File: src/rtl/q_arb_pkg.sv
// Shared sizing and Q-channel state encoding for the round-robin mux arbiter.
package q_arb_pkg;

  localparam int NUM_REQ = 4;
  localparam int SEL_W   = $clog2(NUM_REQ);

  typedef enum logic [1:0] {
    Q_RUN,
    Q_REQUEST,
    Q_STOPPED,
    Q_DENIED
  } q_state_e;

endpackage

File: src/rtl/rr_pick.sv
// Combinational round-robin picker: first unmasked request after 'last', wrapping.
module rr_pick
  import q_arb_pkg::*;
#(
  parameter int RP_NUM = NUM_REQ,
  parameter int RP_SEL = $clog2(RP_NUM)
) (
  input  logic [RP_NUM-1:0] req,
  input  logic [RP_NUM-1:0] mask,
  input  logic [RP_SEL-1:0] last,
  output logic [RP_NUM-1:0] pick,
  output logic [RP_SEL-1:0] idx,
  output logic              any
);

  logic [RP_NUM-1:0] cand;
  logic [RP_SEL-1:0] c;

  always_comb begin
    cand = req & ~mask;
    idx  = '0;
    any  = 1'b0;
    c    = '0;
    // scan last+1 .. last+RP_NUM so 'last' itself is visited last
    for (int k = 1; k <= RP_NUM; k++) begin
      c = RP_SEL'((int'(last) + k) % RP_NUM);
      if (!any && cand[c]) begin
        any = 1'b1;
        idx = c;
      end
    end
    pick = any ? (RP_NUM'(1) << idx) : '0;
  end

endmodule

File: src/rtl/q_rr_mux_arbiter.sv
// Round-robin owner of a shared 4:1 mux select, with a Q-channel quiesce handshake
// that accepts only when nothing is owned or pending.
module q_rr_mux_arbiter
  import q_arb_pkg::*;
#(
  parameter int NUM_REQ = q_arb_pkg::NUM_REQ,
  parameter int SEL_W   = $clog2(NUM_REQ)
) (
  input  logic               clk,
  input  logic               rst_n,
  input  logic [NUM_REQ-1:0] req_i,
  input  logic               done_i,
  output logic [NUM_REQ-1:0] grant_o,
  output logic [SEL_W-1:0]   sel_o,
  output logic               busy_o,
  input  logic               qreqn_i,
  output logic               qacceptn_o,
  output logic               qdeny_o,
  output logic               qactive_o
);

  q_state_e           state, nxt_state;
  logic [SEL_W-1:0]   last, nxt_last;
  logic [NUM_REQ-1:0] nxt_grant;
  logic [SEL_W-1:0]   nxt_sel;
  logic [NUM_REQ-1:0] mask;
  logic [NUM_REQ-1:0] pick;
  logic [SEL_W-1:0]   pick_idx;
  logic               pick_any;
  logic               rel;

  // The releasing owner is masked so a held req_i cannot win the same edge again.
  assign rel  = busy_o & done_i;
  assign mask = rel ? grant_o : '0;

  rr_pick #(
    .RP_NUM (NUM_REQ),
    .RP_SEL (SEL_W)
  ) u_pick (
    .req  (req_i),
    .mask (mask),
    .last (last),
    .pick (pick),
    .idx  (pick_idx),
    .any  (pick_any)
  );

  assign qactive_o = (|req_i) | busy_o;

  always_comb begin
    nxt_state = state;
    nxt_grant = grant_o;
    nxt_sel   = sel_o;
    nxt_last  = last;
    case (state)
      Q_RUN: begin
        if (!qreqn_i) begin
          // quiesce request wins over arbitration; a release is still honoured
          nxt_state = Q_REQUEST;
          if (rel) begin
            nxt_grant = '0;
            nxt_sel   = '0;
          end
        end else if (!busy_o || rel) begin
          if (pick_any) begin
            nxt_grant = pick;
            nxt_sel   = pick_idx;
            nxt_last  = pick_idx;
          end else begin
            nxt_grant = '0;
            nxt_sel   = '0;
          end
        end
      end
      Q_REQUEST: begin
        if (!busy_o || rel) begin
          nxt_grant = '0;
          nxt_sel   = '0;
          nxt_state = pick_any ? Q_DENIED : Q_STOPPED;
        end
      end
      Q_STOPPED: if (qreqn_i) nxt_state = Q_RUN;
      Q_DENIED:  if (qreqn_i) nxt_state = Q_RUN;
      default:   nxt_state = Q_RUN;
    endcase
  end

  always_ff @(posedge clk or negedge rst_n) begin
    if (!rst_n) begin
      state      <= Q_RUN;
      grant_o    <= '0;
      sel_o      <= '0;
      busy_o     <= 1'b0;
      last       <= SEL_W'(NUM_REQ - 1);
      qacceptn_o <= 1'b1;
      qdeny_o    <= 1'b0;
    end else begin
      state      <= nxt_state;
      grant_o    <= nxt_grant;
      sel_o      <= nxt_sel;
      busy_o     <= |nxt_grant;
      last       <= nxt_last;
      qacceptn_o <= (nxt_state != Q_STOPPED);
      qdeny_o    <= (nxt_state == Q_DENIED);
    end
  end

endmodule

File: config.mk
export PLATFORM = sky130hd
export DESIGN_NAME = q_rr_mux_arbiter
export DESIGN_NICKNAME = d
export VERILOG_FILES = /design/src/rtl/q_arb_pkg.sv /design/src/rtl/rr_pick.sv /design/src/rtl/q_rr_mux_arbiter.sv
export SDC_FILE = /design/constraint.sdc
export NUM_CORES = 1
export LEC_CHECK = 0
export CAP_MARGIN = 20
export CORE_UTILIZATION = 33
export DETAILED_ROUTE_END_ITERATION = 6
export PLACE_DENSITY_LB_ADDON = 0.2
export REMOVE_ABC_BUFFERS = 1
export SLEW_MARGIN = 20
export SYNTH_ARGS = -nofsm -noshare
export SYNTH_HDL_FRONTEND = slang
export SYNTH_SLANG_ARGS = --single-unit
File: constraint.sdc
create_clock -name clk -period 4.72 [get_ports clk]
set_input_delay 0.944 -clock clk [delete_from_list [all_inputs] [get_ports clk]]
set_output_delay 0.944 -clock clk [all_outputs]
set_load 0.005 [all_outputs]
## Yosys cells after proc, flatten, opt, wreduce, memory -nomap -nowiden

Index checks and enable logic that the tools add are counted.

| storage, ports and cells | value |
|---|---|
| bits in registers | 13 |
| input bits | 8 |
| output and inout port bits | 10 |
| word-level logic and storage cells | 77 |

| cells by class | value |
|---|---|
| $add $sub $neg | 4 |
| order comparisons | 4 |
| equality and inequality tests | 8 |
| shift operators | 1 |
| muxes and demuxes | 34 |
| bitwise operators | 4 |
| reductions and logical operators | 15 |

Operators with widths:

| operator | number |
|---|---|
| $mux 2 | 12 |
| $mux 4 | 6 |
| $lt 2x3->1 const B | 4 |
| $mux 1 | 9 |
| $bmux 1 s2 | 4 |
| $pmux 4 s2 | 1 |
| $reduce_and 4->1 | 2 |
| $reduce_or 4->1 | 2 |
| $eq 2x2->1 const B | 3 |
| $ne 3x3->1 const B | 2 |
| $pmux 2 s3 | 1 |
| $add 2x1->2 const B | 2 |
| $add 2x2->2 const B | 2 |
| $and 4x4->4 | 1 |
| $logic_not 1->1 | 4 |
| $ne 2x2->1 const B | 2 |
| $not 4->4 | 1 |
| $pmux 2 s2 | 1 |
| $shl 1x2->4 const A | 1 |
| $logic_and 1x1->1 | 3 |
| $eq 2x1->1 const B | 1 |
| $logic_not 2->1 | 1 |
| $reduce_bool 2->1 | 1 |
| $reduce_or 2->1 | 1 |
| 3 further kinds | 3 |

## Logic depth before layout (Yosys ltp)

Gate-level depths: netlist of the first run.

| logic depth | value |
|---|---|
| depth in word-level cells | 22 |
| depth in mapped cells | 5 |
| gate-level depth less buffers | 5 |

## Cells and area by module

Synthesis of the first run repeated with hierarchy kept, for this count alone.

| unflattened totals | value |
|---|---|
| cell total of the unflattened synthesis | 75 |
| area total of the unflattened synthesis | 812.0 um^2 |

Modules (own cells, without submodules):

| module | instances | cells an instance | area each (um^2) | seq. area each (um^2) |
|---|---|---|---|---|
| q_rr_mux_arbiter | 1 | 50 | 621.8 | 329.1 |
| rr_pick | 1 | 25 | 190.2 | 0.0 |

## Least setup slack after synthesis of the first run

OpenSTA, ideal clock, no wires.

| timing | value |
|---|---|
| path kind | input to output |
| start | in req_i[1] |
| end | out qactive_o |
| arrival | 1182 ps |
| data required time | 3776 ps |
| slack | 2594 ps |
| cell stages on the path | 2 |
| path buffers | 0 |
| path through | nor3_1 > nand2_1 |

| on the way | value |
|---|---|
| longest elaborated chain between the ends | 2 |

Ends and longest elaborated chain:

| what | line | text |
|---|---|---|
| start: declaration | q_rr_mux_arbiter.sv:11 | `input logic [NUM_REQ-1:0] req_i,` |
| $reduce_or 4->1 | q_rr_mux_arbiter.sv:48 | `assign qactive_o = (\|req_i) \| busy_o;` |
| $or 1x1->1 | q_rr_mux_arbiter.sv:48 |  |
| end: declaration | q_rr_mux_arbiter.sv:19 | `output logic qactive_o` |

Every way passes these cells.

## Worst setup path in the final report of the first run

Same ends and word-level chain as after synthesis.

==> run metrics, run 1 <==
max_cap viols 0; Area Overhead vs Synth 34.60%; Placer Congestion 0.7779; I/O Buffers 17; Worst Path Max Fanout 4; RR Startpoint busy_o; hold wc startpoint sel_o[1]; Clock Sinks 13; initial antenna violation count 0; Max Root-Sink Buffers 2; Cell Area, Synth 658.1 um^2; post-CTS sizing 0; Final period util 0.6456; Worst slew margin 0.4815; TritonRoute pass-1 iters 4; FF+latch count, synth 13; CP endpoint kind primary output; fin. max-slew vios 0; Buf/Inv on CP 2; CTS tree built; outcome completed; Die H 46.66 um; switching power 0.0001821 W; layout cell share with drive strength beyond 1 0.07527; Filler Cell Count 191; post-synth top area share 0.3802; instance count of the mapped netlist 72; # DRC 0; CTS clk-pin slew, worst paths 0.08 ns; post-route setup slack 1.673 ns; H-tree depth 1; Post-CTS Setup Bufs 0; drt wl/cell 12.97 um; Reg power frac 0.443; critical path's most frequent cell clkdlybuf4s50_1; worst slack, placed 1.667 ns; FMAX 328.2 MHz; combinational power share 0.414; hpwl dp 1115 um; final setup vio count 0; Largest delay share family, worst path buffers and inverters; largest net degree at the start of global routing 14; worst hold margin 0.4824 ns; Mapped Avg Cell Area 9.141 um^2; top cells by area, synth dfrtp_1 (38%), dfstp_2 (12%), nand2_1 (10%); Num CTS Buffers 3; first-pass GRT wire length 2477 um; num rows 15; vias in the first global route 575; startpoint types input pin; I/O pin cnt 18; Worst Path Required 3.78 ns; Final Critical Period 3.047 ns; Vias/cell 5.212; post-synth top area cell dfrtp_1; All-Layer GR Usage 0.1642; Ys Warns 0; internal power 0.0003101 W; worst hold path class register to register; peak supply drop 267.4 uV; worst skew pair latency 0.28 ns; Yosys cell types 27; CP Launch Point req_i[1]; Pleak 0.3756 nW; WP data arrival 2.10 ns; worst stage delay on the critical path 0.46 ns; Nets 102; Initial Util 0.3653; actual slew at the worst max-slew pin 0.7712 ns; final WL 1531 um; via count 615; skew final 0.004049 ns; power share of the clock group 0.143; Sw Share 0.3700; sequence of cells on the critical path clkdlybuf4s50_1, nor3_1, nand2_1, clkdlybuf4s50_1; Hold Vio Cnt, Final 0; Slowest cell on crit path clkdlybuf4s50_1; RSZ-0062 raised after global routing false; total grt overflow 0; pwr/cell area 555.6 nW/um^2; Setup CP Type input pin to primary output; Setup TNS 0 ns; # hold bufs at CTS 0; core region area 1802 um^2; die area 2177 um^2; root buf cell clkbuf_4; ant diodes 0; Iteration-0 DRC Markers 18; sequential share of the synthesized area 0.5000; post-route ant nets 0; Die Width 46.66 um
-- layout make-up --
class | count | area [um^2] | share of cell area
Timing Repair Buffer | 17 | 170.2 | 0.1921
Clock buffer | 4 | 26.28 | 0.02966
Multi-Input combinational cell | 58 | 325.3 | 0.3672
Inverter | 1 | 3.754 | 0.004237
Tap cell | 25 | 31.28 | 0.03531
Sequential cell | 13 | 329.1 | 0.3715
-- placed cells by master, fill, tap and decap left out --
master	n
nand2_1	18
clkdlybuf4s50_1	17
dfrtp_1	10
nand3_1	5
o21ai_0	5
nor2b_1	4
nor2_1	4
clkbuf_4	3
dfstp_2	3
a22oi_1	2
a32o_1	2
o31ai_1	2
nand2b_1	1
xor2_1	1
inv_1	1
o21ai_1	1
and2_1	1
and3_1	1
o22ai_1	1
a222oi_1	1
a31oi_1	1
a21oi_1	1
nor4b_1	1
a21bo_2	1
a22o_1	1
o41ai_1	1
o22a_1	1
a21boi_0	1
nor3_1	1
clkbuf_1	1
-- synth_stat cells --
cell      count
a21bo_2       1
a21boi_0      1
a21oi_1       1
a222oi_1      1
a22o_1        1
a22oi_1       2
a31oi_1       1
a32o_1        2
and2_1        1
and3_1        1
dfrtp_1      10
dfstp_2       3
inv_1         1
nand2_1      18
nand2b_1      1
nand3_1       5
nor2_1        4
nor2b_1       4
nor3_1        1
nor4b_1       1
o21ai_0       5
o21ai_1       1
o22a_1        1
o22ai_1       1
o31ai_1       2
o41ai_1       1
xor2_1        1
-- cells by family (layout without fill, tap and decap cells) --
logic type | Yosys count | count (layout) | share of synthesized area
and+or+nand+nor | 36 | 36 | 0.2509
AOI/OAI and AO/OA | 21 | 21 | 0.2300
DFF | 13 | 13 | 0.5000
xor gates and xnor gates | 1 | 1 | 0.01331
buffers and inverters | 1 | 22 | 0.005698
-- through the flow --
| step | area (um^2) | total power, W | utilization | instances |
|---|---|---|---|---|
| final | 885.9 | 0.0004922 | 0.4917 | 118 |
| after global routing | 885.9 | 0.0005312 | 0.4917 | 118 |
| after CTS | 885.9 | 0.0004953 | 0.4917 | 118 |
| after detailed placement | 859.6 | 0.0004234 | 0.4771 | 114 |
| after global placement | 859.6 | 0.0004227 | 0.4771 | 114 |
| after floorplan | 658.1 | 0.0003233 | - | 72 |
-- tightest hold or removal path: cells and delay by family, from the launching register on --
kind / cells / cell delay, ns
and+or+nand+nor: 2 / 0.11
DFF: 1 / 0.35
-- state kept, by name, indices dropped and copies added, names as in the netlist --
name,cells
last,2
qdeny_o,1
grant_o,4
busy_o,1
sel_o,2
state,2
qacceptn_o,1
-- per-layer routing --
metal	routed length, um	global-route usage	up-vias
met5	0	0	-
met4	38	0.08571	0
met2	652	0.2389	16
met3	73	0.03529	5
met1	766	0.2263	283
li1	-	-	311
-- worst paths after layout --
check / end / slack (ns) / cells after the start
max in group asynchronous: sel_o[1] / 3.31 / 1
min in group asynchronous: qdeny_o / 1.03 / 1
setup reg to reg: grant_o[3] / 2.85 / 5
hold / removal: sel_o[1] / 0.48 / 2
hold reg to reg: sel_o[1] / 0.48 / 2
setup / recovery: qactive_o / 1.67 / 4
-- power groups by stage --
stage	combinational (W)	clock (W)	sequential (W)
after floorplan	0.000113	0	0.000211
after global placement	0.000204	0	0.000218
after detailed placement	0.000205	0	0.000219
after CTS	0.000206	0.0000720	0.000217
after global routing	0.000229	0.0000776	0.000225
final	0.000204	0.0000704	0.000218
No activity file was read; power rests on OpenSTA's default activity.
==> inputs of run 2 (changes only) <==
==> constraint.sdc (replaced) <==
create_clock -name clk -period 2.82 [get_ports clk]
set_input_delay 0.564 -clock clk [delete_from_list [all_inputs] [get_ports clk]]
set_output_delay 0.564 -clock clk [all_outputs]
set_load 0.005 [all_outputs]
==> run metrics, run 2 (synthesized netlist as in run 1, its figures left out) <==
outcome completed; Biggest register grant_o; vias in the first global route 550 (-4.3%); actual slew at the worst max-slew pin 0.5854 ns (-0.1858 ns); CTS tree built; drt wl/cell 12.43 um (-4.2%); R2R Path End grant_o[1]; layout cell share with drive strength beyond 1 0.09474 (+0.01947); Final period util 0.8162; worst skew pair latency 0.28 ns (about the same); placed cell count 116 (+1.8%); Die H 46.66 um (unchanged); hpwl dp 1102 um (-1.2%); Setup TNS 0 ns (unchanged); Worst slew margin 0.6085 (+0.1271); I/O pin cnt 18 (unchanged); Post-CTS Setup Bufs 0 (unchanged); via count 627 (+2.0%); Vias/cell 5.225 (+0.25%); Worst Hold End sel_o[1]; most common cell after layout, fill and taps aside nand2_1; # hold bufs at CTS 0 (unchanged); final WL 1492 um (-2.5%); worst hold path class register to register; Worst Path Required 2.26 ns (-1.52 ns); Iteration-0 DRC Markers 24 (+6); total grt overflow 0 (unchanged); first-pass GRT wire length 2339 um (-5.6%); max reg flops 4 (unchanged); RSZ-0062 raised after global routing false; Post-Layout Cell Count 120 (+1.7%); Initial Util 0.3653 (unchanged); Placer Congestion 0.8056 (+3.6%); ant diodes 0 (unchanged); fin. max-slew vios 0 (unchanged); largest net degree at the start of global routing 14 (unchanged); Final Critical Period 2.302 ns; core region area 1802 um^2 (unchanged); post-route setup slack 0.5183 ns (-1.155 ns); Clock Sinks 13 (unchanged); H-tree depth 1 (unchanged); worst slack, placed 0.5124 ns (-1.155 ns); CP endpoint kind primary output; post-CTS sizing 0 (unchanged); post-route ant nets 0 (unchanged); num rows 15 (unchanged); FMAX 434.5 MHz; max_cap viols 0 (unchanged); skew final 0.001825 ns (-0.002223 ns); Hold Vio Cnt, Final 0 (unchanged); peak supply drop 446.1 uV (+67%); final setup vio count 0 (unchanged); Nets 104 (+2.0%); startpoint types input pin; FF-to-FF path depth 4 (-1); Max Root-Sink Buffers 2 (unchanged); Min-Delay Path Depth 2 (unchanged); RR Startpoint busy_o; FF-to-FF setup slack 1.15 ns (-1.70 ns); hold wc startpoint sel_o[1]; Num CTS Buffers 3 (unchanged); root buf cell clkbuf_4; die area 2177 um^2 (unchanged); Pleak 0.3851 nW (+2.5%); Die Width 46.66 um (unchanged); I/O Buffers 17 (unchanged); post-layout util 0.5000 (+0.008333); CTS clk-pin slew, worst paths 0.08 ns (about the same); # DRC 0 (unchanged); initial antenna violation count 0 (unchanged); pwr/cell area 936.3 nW/um^2 (+69%); TritonRoute pass-1 iters 4 (unchanged); Worst Path Max Fanout 4 (unchanged); Setup CP Type input pin to primary output; commonest non-fill, non-tap cells in the layout nand2_1 (18), clkdlybuf4s50_1 (17), dfrtp_1 (10), nand3_1 (5), o21ai_0 (5); All-Layer GR Usage 0.1593 (-0.004983); Area Overhead vs Synth 36.88%; WP data arrival 1.74 ns (-0.36 ns)
==> run 2: final cells by class <==
class	instances	area [um^2]
clock buffers	4	26.28
fillers	199	900.9
inverters	1	3.754
multi-input cells	58	325.3
flip-flops and latches	13	329.1
well taps	25	31.28
repair buffers	19	185.2
==> run 2: stage by stage <==
stage	hold slack, ns	total power, W	cell area (um^2)
after detailed placement	0.4707	0.0007306	874.6
after global routing	0.5168	0.0009141	900.9
after floorplan	0.2684	0.0005411	658.1
after CTS	0.4897	0.0008512	900.9
final	0.4836	0.0008435	900.9
after global placement	0.4644	0.0007331	874.6
==> run 2: worst max-delay path by stage <==
stage	from	slack, ns	endpoint	depth (start not counted)
after detailed placement	req_i[1]	0.51	qactive_o	4
after global routing	req_i[1]	0.47	qactive_o	4
after CTS	req_i[1]	0.51	qactive_o	4
after global placement	req_i[3]	0.52	qactive_o	4
after floorplan	done_i	1.15	grant_o[3]	5
final	req_i[1]	0.52	qactive_o	4
==> run 2: per-layer routing <==
| layer | part of all wire | track usage |
|---|---|---|
| met2 | 0.42 | 0.2250 |
| met3 | 0.031 | 0.02353 |
| met4 | 0.026 | 0.1200 |
| met5 | 0 | 0 |
| met1 | 0.52 | 0.2160 |
==> run 2: report_power, final <==
group / internal (W) / total, W / leakage, nW / switching (W)
Sequential: 0.000276 / 0.000366 / 0.162 / 0.0000897
Combinational: 0.000206 / 0.000360 / 0.208 / 0.000154
Clock: 0.0000549 / 0.000117 / 0.0150 / 0.0000625
Total: 0.000537 / 0.000844 / 0.385 / 0.000306
==> run 2: critical path: stages <==
cell and delay, ns:
clkdlybuf4s50_1 0.46, nor3_1 0.21, nand2_1 0.07, clkdlybuf4s50_1 0.44
==> edit: new RTL, settings of run 1 <==
Encoding of `q_state_e`: now one-hot (4 bits for 4 states).
--- a/src/rtl/q_arb_pkg.sv
+++ b/src/rtl/q_arb_pkg.sv
@@ -4,11 +4,11 @@
   localparam int NUM_REQ = 4;
   localparam int SEL_W   = $clog2(NUM_REQ);
 
-  typedef enum logic [1:0] {
-    Q_RUN,
-    Q_REQUEST,
-    Q_STOPPED,
-    Q_DENIED
+  typedef enum logic [3:0] {
+    Q_RUN     = 4'b0001,
+    Q_REQUEST = 4'b0010,
+    Q_STOPPED = 4'b0100,
+    Q_DENIED  = 4'b1000
   } q_state_e;
 
 endpackage
Behaviour: no difference found for any inputs over 4 cycles, from zero or initial values and one cycle with rst_n low; so few cycles prove little.
==> edit against run 1 <==
  * Utilization fell by 3.7 points
  * Setup slack got worse by 88 ps
  * Sequential cell count rose by 2
  * Design area rose by 16%
  * Highest routed layer unchanged
  * Maximum frequency fell by 2.8%
  * Critical path type unchanged
  * Power rose by 11%
  * Area after synthesis rose by 22%
  * Wire length rose by 23%
==> edit: results (changes against run 1) <==
<table>
<tr><th>Metric</th><th>Value</th></tr>
<tr><th colspan="2">Placement</th></tr>
<tr><td>Placed instance area</td><td>998 µm² (+16%)</td></tr>
<tr><td>Post-DP HPWL</td><td>1390 µm (+24%)</td></tr>
<tr><td>Gp weighted congestion</td><td>0.820 (+5.4%)</td></tr>
<tr><th colspan="2">Power and ir drop</th></tr>
<tr><td>Leakage component of the power</td><td>0.000424 µW (+13%)</td></tr>
<tr><td>Maximum resistive drop on vdd</td><td>0.209 mV (-22%)</td></tr>
<tr><th colspan="2">GRT</th></tr>
<tr><td>Via count of the first global-routing pass</td><td>724 (+26%)</td></tr>
<tr><td>GRT Util Overall</td><td>16.1% (-0.32 points)</td></tr>
<tr><td>First-pass GRT wire length</td><td>3130 µm (+26%)</td></tr>
<tr><td>Maximum number of pins on one net before global-route repair</td><td>16 (+2)</td></tr>
<tr><th colspan="2">Timing</th></tr>
<tr><td>Clock Skews</td><td>3.57 ps (-0.479 ps)</td></tr>
<tr><td>Actual slew at the worst max-slew pin</td><td>759 ps (-11.7 ps)</td></tr>
<tr><th colspan="2">Drt</th></tr>
<tr><td>Overall routed net length</td><td>1880 µm (+23%)</td></tr>
<tr><td>Initial DRC count</td><td>28 (+10)</td></tr>
<tr><th colspan="2">Logic synthesis</th></tr>
<tr><td>Fraction of synthesized cell area in xor and xnor cells</td><td>1.09% (-0.24 points)</td></tr>
<tr><td>Share of synthesized area occupied by flip-flops and latches</td><td>47.2% (-2.8 points)</td></tr>
<tr><td>Cell types occupying the most area after synthesis</td><td>sky130_fd_sc_hd__dfrtp_1 34%, sky130_fd_sc_hd__dfstp_2 13%, sky130_fd_sc_hd__nand2_1 6.1%</td></tr>
<tr><td>Compound-gate portion of the synthesized area</td><td>25.5% (+2.5 points)</td></tr>
<tr><td>Number of distinct standard cells referenced by the synthesized netlist</td><td>33 (+22%)</td></tr>
<tr><td>Top cells by instance count after synthesis</td><td>13 x sky130_fd_sc_hd__nand2_1, 11 x sky130_fd_sc_hd__dfrtp_1, 6 x sky130_fd_sc_hd__nor2_1, 6 x sky130_fd_sc_hd__o21ai_0, 5 x sky130_fd_sc_hd__nor3_1</td></tr>
<tr><th colspan="2">Layout</th></tr>
<tr><td>Post-layout nets</td><td>115 (+13%)</td></tr>
<tr><td>Fillcell total</td><td>230 (+20%)</td></tr>
<tr><td>Fraction of final layout cells sized beyond drive strength 1</td><td>11.3% (+3.8 points)</td></tr>
<tr><th colspan="2">Worst setup path</th></tr>
<tr><td>Data arrival at the endpoint of the critical path</td><td>2190 ps (+90 ps)</td></tr>
<tr><td>Delay of the slowest cell on the worst path</td><td>490 ps (+30 ps)</td></tr>
<tr><td>Maximum net fanout on the critical path</td><td>5 (+1)</td></tr>
<tr><th colspan="2">CTS</th></tr>
<tr><td>Post-CTS Setup Repair Bufs</td><td>0 (unchanged)</td></tr>
<tr><td>Clock root buffer master</td><td>sky130_fd_sc_hd__clkbuf_4</td></tr>
<tr><td>Clock-pin slew on the worst setup and hold paths</td><td>90 ps</td></tr>
<tr><th colspan="2">Run status</th></tr>
<tr><td>Status</td><td>completed</td></tr>
</table>
[edit: logic make-up (layout without fill, tap and decap cells)]
kind of cell / Yosys count / in the layout
compound gates: 29 / 29
xor+xnor: 1 / 1
buf+inv: 5 / 23
flops: 15 / 15
simple gates: 38 / 38
[edit: through the flow]
stage	instances	power, µW	setup slack, ps	hold WS, ps
2_1_floorplan	85	369	2590	459
3_3_place_gp	130	470	1670	461
3_5_place_dp	130	473	1600	473
4_1_cts	134	548	1600	487
5_1_grt	134	588	1550	528
6_report	134	545	1580	484
[edit: layout make-up]
cell class,count,area [µm²],area share [%]
clock buffer,3,22.5,2.20
multi-input combinational,68,405,39.5
clock inverter,1,5.00,0.488
timing repair buffer,17,170,16.6
sequential,15,380,37.1
inverter,2,7.51,0.732
tap,28,35.0,3.41
[edit: per-layer routing]
layer  GRT usage (%)  vias up  wire length [µm]
met5               0        -                 0
met4            9.46        0                40
met3           0.893        4                45
met2            24.7       21               796
met1            22.2      353               998
li1                -      364                 -
[edit: path summary, 6_finish.rpt]
kind                                     startpoint              endpoint  slack, ps
worst max-delay path                       req_i[0]             qactive_o       1580
worst min-delay path            last[0]$_DFFE_PN1P_   last[0]$_DFFE_PN1P_        480
worst max register to register     busy_o$_DFF_PN0_  grant_o[1]$_DFF_PN0_       2780
worst min register to register  last[0]$_DFFE_PN1P_   last[0]$_DFFE_PN1P_        480
max in group asynchronous                     rst_n    state[1]$_DFF_PN0_       3220
min in group asynchronous                     rst_n  sel_o[1]$_DFFE_PN0P_       1070
[edit: critical path, delay by kind of cell]
kind          cells  cell delay [ps]
buf+inv           2              930
simple gates      2              320
[edit: report_power, final]
group / internal (µW) / switching, µW
sequential: 182 / 57.1
combinational: 121 / 112
clock: 31.4 / 41.5
total: 335 / 210
